### src/rtl/median_stream_filter_if.sv
// Stream bundle for median_stream_filter: flush, input sample and result signals.
// MEDIAN_MINMAX_EN adds the out_min/out_max result lanes.
interface median_stream_filter_if #(
   parameter int unsigned WIDTH = 8
);
   logic             clr;
   logic             in_valid;
   logic [WIDTH-1:0] in_data;
   logic             out_valid;
   logic [WIDTH-1:0] out_data;
   logic             win_full;
`ifdef MEDIAN_MINMAX_EN
   logic [WIDTH-1:0] out_min;
   logic [WIDTH-1:0] out_max;
`endif

   // Producer side: drives samples and flush, observes results.
   modport master (
      output clr,
      output in_valid,
      output in_data,
      input  out_valid,
      input  out_data,
`ifdef MEDIAN_MINMAX_EN
      input  out_min,
      input  out_max,
`endif
      input  win_full
   );

   // Filter side: consumes samples and flush, drives results.
   modport slave (
      input  clr,
      input  in_valid,
      input  in_data,
      output out_valid,
      output out_data,
`ifdef MEDIAN_MINMAX_EN
      output out_min,
      output out_max,
`endif
      output win_full
   );
endinterface

### src/rtl/median_stream_filter.sv
// Sliding-window median filter: one sample per cycle in, median of the last WIN
// accepted samples out two edges later. Rank-based selection breaks ties by
// window position, so duplicates always yield exactly one selected element.
// Optional feature macro: MEDIAN_MINMAX_EN (adds registered out_min/out_max).
module median_stream_filter #(
   parameter int unsigned WIDTH  = 8,
   parameter int unsigned WIN    = 3,
   parameter int unsigned SIGNED = 0
) (
   input logic                   clk,
   input logic                   rst,
   median_stream_filter_if.slave bus
);
   localparam int unsigned CNT_W    = $clog2(WIN + 1);
   localparam int unsigned MED_RANK = (WIN - 1) / 2;

   if (WIN < 3 || WIN > 15 || (WIN % 2) == 0) begin : g_win_check
      $error("median_stream_filter: WIN must be odd and within 3..15");
   end

   logic [WIDTH-1:0] win_q [WIN];
   logic [WIDTH-1:0] win_d [WIN];
   logic [CNT_W-1:0] fill_q, fill_d;
   logic             v1_q, v1_d;
   logic             out_valid_q, out_valid_d;
   logic [WIDTH-1:0] out_data_q, out_data_d;
   logic             win_full_q, win_full_d;
   logic [CNT_W-1:0] rank_c [WIN];
   logic [WIDTH-1:0] med_c;
`ifdef MEDIAN_MINMAX_EN
   logic [WIDTH-1:0] min_c, max_c;
   logic [WIDTH-1:0] out_min_q, out_min_d;
   logic [WIDTH-1:0] out_max_q, out_max_d;
`endif

   function automatic logic is_less(input logic [WIDTH-1:0] a, input logic [WIDTH-1:0] b);
      if (SIGNED != 0) return $signed(a) < $signed(b);
      else             return a < b;
   endfunction

   // Rank of each window element; equal values are ordered by window index.
   always_comb begin
      for (int unsigned i = 0; i < WIN; i++) begin
         rank_c[i] = '0;
         for (int unsigned j = 0; j < WIN; j++) begin
            if (j != i) begin
               if (is_less(win_q[j], win_q[i]) || ((win_q[j] == win_q[i]) && (j < i))) begin
                  rank_c[i] = rank_c[i] + CNT_W'(1);
               end
            end
         end
      end
   end

   // Pick the elements holding the median (and extreme) ranks.
   always_comb begin
      med_c = '0;
`ifdef MEDIAN_MINMAX_EN
      min_c = '0;
      max_c = '0;
`endif
      for (int unsigned i = 0; i < WIN; i++) begin
         if (rank_c[i] == CNT_W'(MED_RANK)) med_c = win_q[i];
`ifdef MEDIAN_MINMAX_EN
         if (rank_c[i] == CNT_W'(0))       min_c = win_q[i];
         if (rank_c[i] == CNT_W'(WIN - 1)) max_c = win_q[i];
`endif
      end
   end

   // Next state: window shift, fill tracking, stage-1 flag, result capture, flush.
   always_comb begin
      win_d       = win_q;
      fill_d      = fill_q;
      v1_d        = 1'b0;
      out_valid_d = v1_q;
      out_data_d  = out_data_q;
`ifdef MEDIAN_MINMAX_EN
      out_min_d   = out_min_q;
      out_max_d   = out_max_q;
`endif

      if (v1_q) begin
         out_data_d = med_c;
`ifdef MEDIAN_MINMAX_EN
         out_min_d  = min_c;
         out_max_d  = max_c;
`endif
      end

      if (bus.in_valid) begin
         win_d[0] = bus.in_data;
         for (int unsigned k = 1; k < WIN; k++) begin
            win_d[k] = win_q[k-1];
         end
         if (fill_q != CNT_W'(WIN)) fill_d = fill_q + CNT_W'(1);
         v1_d = (fill_q >= CNT_W'(WIN - 1));
      end

      // Flush wins over a simultaneous sample and drops any stage-1 result.
      if (bus.clr) begin
         for (int unsigned k = 0; k < WIN; k++) begin
            win_d[k] = '0;
         end
         fill_d      = '0;
         v1_d        = 1'b0;
         out_valid_d = 1'b0;
         out_data_d  = '0;
`ifdef MEDIAN_MINMAX_EN
         out_min_d   = '0;
         out_max_d   = '0;
`endif
      end

      win_full_d = (fill_d == CNT_W'(WIN));
   end

   // State registers with synchronous reset.
   always_ff @(posedge clk) begin
      if (rst) begin
         for (int unsigned k = 0; k < WIN; k++) begin
            win_q[k] <= '0;
         end
         fill_q      <= '0;
         v1_q        <= 1'b0;
         out_valid_q <= 1'b0;
         out_data_q  <= '0;
         win_full_q  <= 1'b0;
`ifdef MEDIAN_MINMAX_EN
         out_min_q   <= '0;
         out_max_q   <= '0;
`endif
      end else begin
         win_q       <= win_d;
         fill_q      <= fill_d;
         v1_q        <= v1_d;
         out_valid_q <= out_valid_d;
         out_data_q  <= out_data_d;
         win_full_q  <= win_full_d;
`ifdef MEDIAN_MINMAX_EN
         out_min_q   <= out_min_d;
         out_max_q   <= out_max_d;
`endif
      end
   end

   assign bus.out_valid = out_valid_q;
   assign bus.out_data  = out_data_q;
   assign bus.win_full  = win_full_q;
`ifdef MEDIAN_MINMAX_EN
   assign bus.out_min   = out_min_q;
   assign bus.out_max   = out_max_q;
`endif

endmodule

### src/flat_wrapper.sv
// flat-port wrapper written by rule: the top's interface ports become plain ports
module median_stream_filter_flat 
#(
   parameter int unsigned WIDTH  = 8,
   parameter int unsigned WIN    = 3,
   parameter int unsigned SIGNED = 0
)
  (clk, rst, bus_clr, bus_in_valid, bus_in_data, bus_out_valid, bus_out_data, bus_win_full);
  median_stream_filter_if #(.WIDTH(WIDTH)) bus_i ();
  input logic clk;
  input logic rst;
  input wire logic [$bits(bus_i.clr)-1:0] bus_clr;
  input wire logic [$bits(bus_i.in_valid)-1:0] bus_in_valid;
  input wire logic [$bits(bus_i.in_data)-1:0] bus_in_data;
  output wire logic [$bits(bus_i.out_valid)-1:0] bus_out_valid;
  output wire logic [$bits(bus_i.out_data)-1:0] bus_out_data;
  output wire logic [$bits(bus_i.win_full)-1:0] bus_win_full;
  assign bus_i.clr = bus_clr;
  assign bus_i.in_valid = bus_in_valid;
  assign bus_i.in_data = bus_in_data;
  assign bus_out_valid = bus_i.out_valid;
  assign bus_out_data = bus_i.out_data;
  assign bus_win_full = bus_i.win_full;
  median_stream_filter #(.WIDTH(WIDTH), .WIN(WIN), .SIGNED(SIGNED)) u_core (.clk(clk), .rst(rst), .bus(bus_i));
endmodule
### config.mk
export PLATFORM = sky130hd
export DESIGN_NAME = median_stream_filter_flat
export DESIGN_NICKNAME = d
export VERILOG_FILES = /design/src/rtl/median_stream_filter_if.sv /design/src/rtl/median_stream_filter.sv /design/src/flat_wrapper.sv
export SDC_FILE = /design/constraint.sdc
export NUM_CORES = 1
export LEC_CHECK = 0
export ABC_AREA = 1
export CORE_ASPECT_RATIO = 1.25
export CORE_MARGIN = 2
export CORE_UTILIZATION = 56
export CTS_CLUSTER_SIZE = 14
export DETAILED_ROUTE_END_ITERATION = 7
export GPL_TIMING_DRIVEN = 0
export MAX_ROUTING_LAYER = met4
export PLACE_DENSITY = 0.79
export SLEW_MARGIN = 20
export SYNTH_ARGS = -nofsm -noshare
export SYNTH_HDL_FRONTEND = slang
export SYNTH_SLANG_ARGS = --single-unit
### constraint.sdc
create_clock -name clk -period 2.45 [get_ports clk]
set_clock_uncertainty 0.05 [all_clocks]
set_input_delay 0.245 -clock clk [delete_from_list [all_inputs] [get_ports clk]]
set_output_delay 0.245 -clock clk [all_outputs]
set_load 0.03 [all_outputs]
==> summary.md, run 1 <==
| Metric | Value |
|---|---|
| Number of antenna violations at the first check in global routing | `0` |
| Die Span X | `59.4 µm` |
| Mean Syn Cell Area | `around 7 µm²` |
| Arrival time at the worst endpoint | `2.29 ns` |
| N_diodes | `0` |
| Total leakage power | `1.18 nW` |
| Post-synth top cells | `nand2_1, inv_1, dfxtp_1` |
| Fmax | `0.474 GHz` |
| P&R area growth vs syn | `16.2%` |
| Routed length per placed instance | `13.2 µm` |
| Startpoint types | `register` |
| Clock power share | `0.296` |
| Synth area leader | `dfxtp_1` |
| Yosys cell types | `21` |
| Sequential fraction of the synthesis area | `0.345` |
| Worst Path Max Fanout | `5` |
| Dominant cells by area after synthesis | `dfxtp_1, ha_1, nand2_1` |
| PortBufs | `21` |
| CTS Buf Count | `5` |
| Final setup fails | `0` |
| Seq cells post-synth | `37` |
| Min cycle time layout | `2.11 ns` |
| Vias in the first global route | `1834` |
| PD cells | `587 nW/µm²` |
| Max cap viols | `0` |
| Final slew viol count | `0` |
| Gate power share | `0.273` |
| Unrepaired setup endpoints after global routing | `false` |
| CTS tree | `yes` |
| Worst skew pair latency | `around 0.3 ns` |
| Final Hold Vio Count | `0` |
| Post-Synthesis Net Count | `between 300 and 400` |
| Outcome | `completed` |
| Post-synth EDFFs | `0` |
| Overall Global Routing Usage | `0.260` |
| CORE AREA | `between 3000 and 4000 µm²` |
| Hold Buf Count CTS | `0` |
| Data required, critical path | `2.63 ns` |
| Net switching power | `0.482 mW` |
| # Post-CTS Setup Buffers | `0` |
| CP endpoint kind | `register` |
| Final worst-path cycle share | `0.862` |
| Global-route wire length before repair | `between 8000 and 9000 µm` |
| Internal power | `0.981 mW` |
| Wirelength, routed | `4860 µm` |
| # DRC | `0` |
| Filler cells | `roughly 360` |
| Hold crit path type | `register to register` |
| Top-area cell type share of the netlist area | `0.345` |
| First DRT Iteration DRCs | `71` |
| Num Clock Sinks | `37` |
| Chip height | `73.2 µm` |
| Drt first pass iters | `5` |
| Async set or reset register ratio after synthesis | `0` |
| Nets | `approximately 370` |
| Net Sw Frac | `0.329` |
| Met2 wire len | `~2400 µm` |
| Post-DP Area | `2400 µm²` |
| Routed Antenna Nets | `0` |
| Synthesized instance count | `301` |
| Wl on met1 | `2170 µm` |
| Post-CTS Resized | `0` |
| Num rows | `25` |
| Initial Util | `0.576` |
| Global placer's final weighted congestion | `0.865` |
| Top layer in use | `met4` |
| Worst slew pin tran | `0.566 ns` |
| Primary FF master, synth | `dfxtp_1` |
| Via density | `5.36` |
| Slew margin rel. | `0.621` |
| Largest net degree at the start of global routing | `11` |
| Critical path class | `register to register` |
| Reg power frac | `0.430` |
| CTS H-tree depth | `2` |
| Final Instance Area | `about 2500 µm²` |
| Root Buffer | `clkbuf_8` |
| Post-Syn Area | `2140 µm²` |
| Ports | `22` |
| Overflow left after global routing | `0` |
| Detailed Place HPWL | `3660 µm` |
| Most common cell in the netlist | `nand2_1` |
| Clock tree buffer depth | `2` |
| Setup tns final | `0 ns` |
| Clock slew seen by the registers of the worst setup and hold paths | `0.07 ns` |
| Met3 wire len | `215 µm` |
| VDD IR max | `0.000384 V` |
| Die Footprint | `4340 µm²` |
| Yosys warns | `0` |
| Share of cells above drive strength 1 | `0.0699` |
| DR vias | `slightly below 2000` |
stage by stage:
step / utilization / hold WS [ns] / cells / worst slack [ns] / total power, mW
floorplan: - / 0.267 / 301 / 0.658 / 0.944
global placement: 0.646 / 0.404 / 362 / 0.370 / 1.03
detailed placement: 0.646 / 0.412 / 362 / 0.387 / 1.04
CTS: 0.669 / 0.423 / 369 / 0.383 / 1.46
global route: 0.669 / 0.447 / 369 / 0.0896 / 1.55
finish: 0.669 / 0.417 / 369 / 0.338 / 1.46
flip-flops by register name (all words and copies together) (netlist names):
signal / count
u_core.v1_q: 1
u_core.fill_q: 2
u_core.bus.out_data: 8
u_core.bus.win_full: 1
u_core.bus.out_valid: 1
u_core.win_q: 24
cells by family (layout without fill, tap and decap cells):
group | count (synthesis) | after routing | share of synthesized area
and+or+nand+nor | 97 | 97 | 0.194
buffers and inverters | 59 | 87 | 0.107
DFF | 37 | 37 | 0.345
AOI/OAI and AO/OA | 84 | 84 | 0.214
adders and majority gates | 24 | 24 | 0.140
power by group through the flow:
stage               sequential [mW]  combinational (mW)  clock, mW
global route                  0.631               0.466      0.457
finish                        0.629               0.400      0.434
CTS                           0.629               0.397      0.437
detailed placement            0.643               0.395          0
floorplan                     0.639               0.305          0
global placement              0.642               0.387          0
placed cells by master (no fill, tap or decap):
cell / netlist / final
dfxtp_1: 37 / 37
nand4_1: 4 / 4
clkbuf_8: 0 / 6
a21o_1: 3 / 3
buf_6: 1 / 1
a31oi_1: 1 / 1
o21ai_0: 35 / 35
clkdlybuf4s50_1: 0 / 21
nand2_4: 1 / 1
inv_1: 50 / 50
buf_1: 1 / 1
clkbuf_1: 7 / 8
nor2_2: 3 / 3
nand2_2: 4 / 4
nor2_1: 12 / 12
o21ai_2: 2 / 2
a21oi_2: 6 / 6
o21ai_1: 5 / 5
a21oi_1: 32 / 32
nand2_1: 60 / 60
nor3_1: 1 / 1
ha_1: 24 / 24
nand3_1: 12 / 12
worst max-delay path, stage by stage (launching register included):
cell and delay, ns:
dfxtp_1 0.35, inv_1 0.08, ha_1 0.32, a21oi_1 0.14, nor2_1 0.06, nor2_1 0.13
nand2_1 0.08, nand2_2 0.09, inv_1 0.07, nand2_1 0.15, nand2_1 0.14, o21ai_0 0.20
nand2_1 0.09, a21oi_2 0.11
path summary, 6_finish.rpt:
| kind | from | end | slack (ns) | depth (start not counted) |
|---|---|---|---|---|
| setup / recovery | u_core.win_q[5] | u_core.bus.out_data[0] | 0.34 | 13 |
| hold / removal | u_core.bus.out_data[3] | u_core.bus.out_data[3] | 0.42 | 2 |
| setup reg to reg | u_core.win_q[5] | u_core.bus.out_data[0] | 0.34 | 13 |
| hold reg to reg | u_core.bus.out_data[3] | u_core.bus.out_data[3] | 0.42 | 2 |
layer usage:
| layer | global-route usage | up-vias |
|---|---|---|
| li1 | - | 1031 |
| met1 | 0.311 | 895 |
| met2 | 0.433 | 43 |
| met3 | 0.0496 | 9 |
| met4 | 0.0859 | 0 |
| met5 | - | - |
cell type report:
class                   count  area [µm²]  share of cell area
multi-input cells         205        1170               0.472
flip-flops and latches     37         741               0.297
repair buffers             21         210              0.0844
inverters                  50         188              0.0753
clock buffers               7        86.3              0.0347
well taps                  40        50.0              0.0201
plain buffers               9        41.3              0.0166
No activity file was read; power rests on OpenSTA's default activity.
==> run 2, diff against run 1 <==
--- a/config.mk
+++ b/config.mk
@@ -7,7 +7,6 @@
 export LEC_CHECK = 0
 export ABC_AREA = 1
 export CORE_ASPECT_RATIO = 1.25
-export CORE_MARGIN = 2
 export CORE_UTILIZATION = 56
 export CTS_CLUSTER_SIZE = 14
 export DETAILED_ROUTE_END_ITERATION = 7
==> run 2 against run 1 <==
Against the previous run:
- the run now ends with DRC left
- final cell count is the same
- setup slack improved by 0.026 ns
- via count up 0.71%
- clock power decreased by 5.5%
- core utilization grew 2.6 points
- sequential power barely moved
- global-route usage increased by 1.9 points
- critical path depth is the same
- flip-flop and latch count is the same
- largest cell class unchanged
- largest power group unchanged
==> summary.md, run 2 (synthesis results as in run 1) <==
| Metric | Value |
|---|---|
| Overflow left after global routing | `0` |
| Worst Hold Path EP | `u_core.bus.out_data[3]` |
| Clock tree buffer depth | `2` |
| Most frequent cells in the layout | `nand2_1, inv_1, dfxtp_1` |
| Non-filler cells, final | `369` |
| Reg2reg path depth | `13` |
| Detailed Place HPWL | `around 3800 µm` |
| Clock slew seen by the registers of the worst setup and hold paths | `approximately 0.07 ns` |
| Post-DP Area | `around 2400 µm²` |
| DR vias | `approximately 2000` |
| Data required, critical path | `2.62 ns` |
| # placed instances | `361` |
| Wirelength, routed | `4900 µm` |
| # Post-CTS Setup Buffers | `0` |
| Worst reg2reg path startpoint | `u_core.win_q[13]` |
| Hold crit path type | `register to register` |
| Drt first pass iters | `6` |
| Final slew viol count | `0` |
| CTS Buf Count | `5` |
| Min cycle time layout | `2.09 ns` |
| Hold Buf Count CTS | `0` |
| Num rows | `24` |
| Max cap viols | `0` |
| Cells on Worst Hold Path | `2` |
| Initial Util | `0.600` |
| Critical path class | `register to register` |
| Ports | `22` |
| N_diodes | `0` |
| First DRT Iteration DRCs | `54` |
| Unrepaired setup endpoints after global routing | `false` |
| Worst Path Max Fanout | `10` |
| Share of cells above drive strength 1 | `0.0667` |
| Chip height | `71.2 µm` |
| Number of antenna violations at the first check in global routing | `0` |
| CTS H-tree depth | `2` |
| Commonest non-fill, non-tap cell in the layout | `nand2_1` |
| Overall Global Routing Usage | `0.280` |
| Routed Antenna Nets | `0` |
| Pwr Total | `roughly 1.4 mW` |
| Reg-to-reg slack, setup | `0.36 ns` |
| PD cells | `roughly 580 nW/µm²` |
| Global placer's final weighted congestion | `0.924` |
| Hold Crit Start | `u_core.bus.out_data[3]` |
| Arrival time at the worst endpoint | `between 2 and 2.5 ns` |
| Die Span X | `57.4 µm` |
| Num Clock Sinks | `37` |
| PortBufs | `21` |
| Die Footprint | `4080 µm²` |
| Vias in the first global route | `between 1500 and 2000` |
| VDD IR max | `slightly below 0.0005 V` |
| Biggest register | `u_core.win_q` |
| Violated checks | `DRC` |
| Worst skew pair latency | `0.29 ns` |
| Total leakage power | `1.18 nW` |
| Final Hold Vio Count | `0` |
| Final setup fails | `0` |
| Slew margin rel. | `0.598` |
| CORE AREA | `3570 µm²` |
| Outcome | `complete, but fails checks` |
| RR Endpoint | `u_core.bus.out_data[4]` |
| Final worst-path cycle share | `0.851` |
| Worst slew pin tran | `0.600 ns` |
| Root Buffer | `clkbuf_8` |
| P&R area growth vs syn | `15.8%` |
| Startpoint types | `register` |
| Fmax | `0.479 GHz` |
| Global-route wire length before repair | `8410 µm` |
| Routed length per placed instance | `13.3 µm` |
| Setup tns final | `0 ns` |
| Nets | `365` |
| Post-CTS Resized | `0` |
| Largest net degree at the start of global routing | `11` |
| # DRC | `2` |
| CTS tree | `yes` |
| Final Instance Area | `2480 µm²` |
| Largest register FFs | `24` |
| CP endpoint kind | `register` |
| Via density | `5.40` |
[run 2: cell count changes in the layout (fill, tap and decap cells not counted)]
cell	previous run	this run
clkbuf_1	8	10
clkbuf_8	6	5
[run 2: how the worst max path moves through the flow]
stage / from / endpoint / slack (ns) / depth (start not counted)
2_1_floorplan: u_core.win_q[7] / u_core.bus.out_data[2] / 0.66 / 14
3_3_place_gp: bus_clr / u_core.bus.out_data[7] / 0.39 / 5
3_5_place_dp: bus_clr / u_core.bus.out_data[4] / 0.37 / 5
4_1_cts: u_core.win_q[13] / u_core.bus.out_data[4] / 0.36 / 13
5_1_grt: u_core.win_q[15] / u_core.bus.out_data[2] / 0.19 / 13
6_report: u_core.win_q[13] / u_core.bus.out_data[4] / 0.36 / 13
[run 2: metal layers]
layer  track usage  vias up  share of wire
met2         0.460       44           0.48
met3        0.0457       11          0.029
met5             -        -              0
met1         0.338      891           0.46
li1              -     1046              -
met4         0.111        0          0.028
[run 2: report_power, final]
group          total (mW)  internal (mW)  switching [mW]
logic               0.397          0.141           0.255
registers           0.630          0.617          0.0136
clock network       0.410          0.202           0.208
[run 2: per-stage QoR]
stage | setup WS [ns] | hold slack [ns] | util
floorplan | 0.658 | 0.267 | -
global placement | 0.391 | 0.406 | 0.673
detailed placement | 0.374 | 0.411 | 0.673
CTS | 0.363 | 0.424 | 0.695
global route | 0.188 | 0.442 | 0.695
finish | 0.364 | 0.421 | 0.695
[run 2: cell type report]
| type | count | area (µm²) |
|---|---|---|
| buffer | 9 | 41.3 |
| clock buffer | 8 | 80.1 |
| fill | 338 | 1090 |
| inverter | 50 | 188 |
| multi-input combinational | 205 | 1170 |
| sequential | 37 | 741 |
| tap | 39 | 48.8 |
| timing repair buffer | 21 | 210 |
[run 2: critical path, cell delays in order, from the launching register on]
cell and delay [ns]:
dfxtp_1 0.33, inv_1 0.09, ha_1 0.32, nand2_1 0.06, nor2_1 0.20, nand3_1 0.12, nor2_2 0.15, nor2_1 0.08
nand2_2 0.11, nand2_4 0.07, buf_6 0.15, o21ai_1 0.12, inv_1 0.06, a21oi_2 0.11
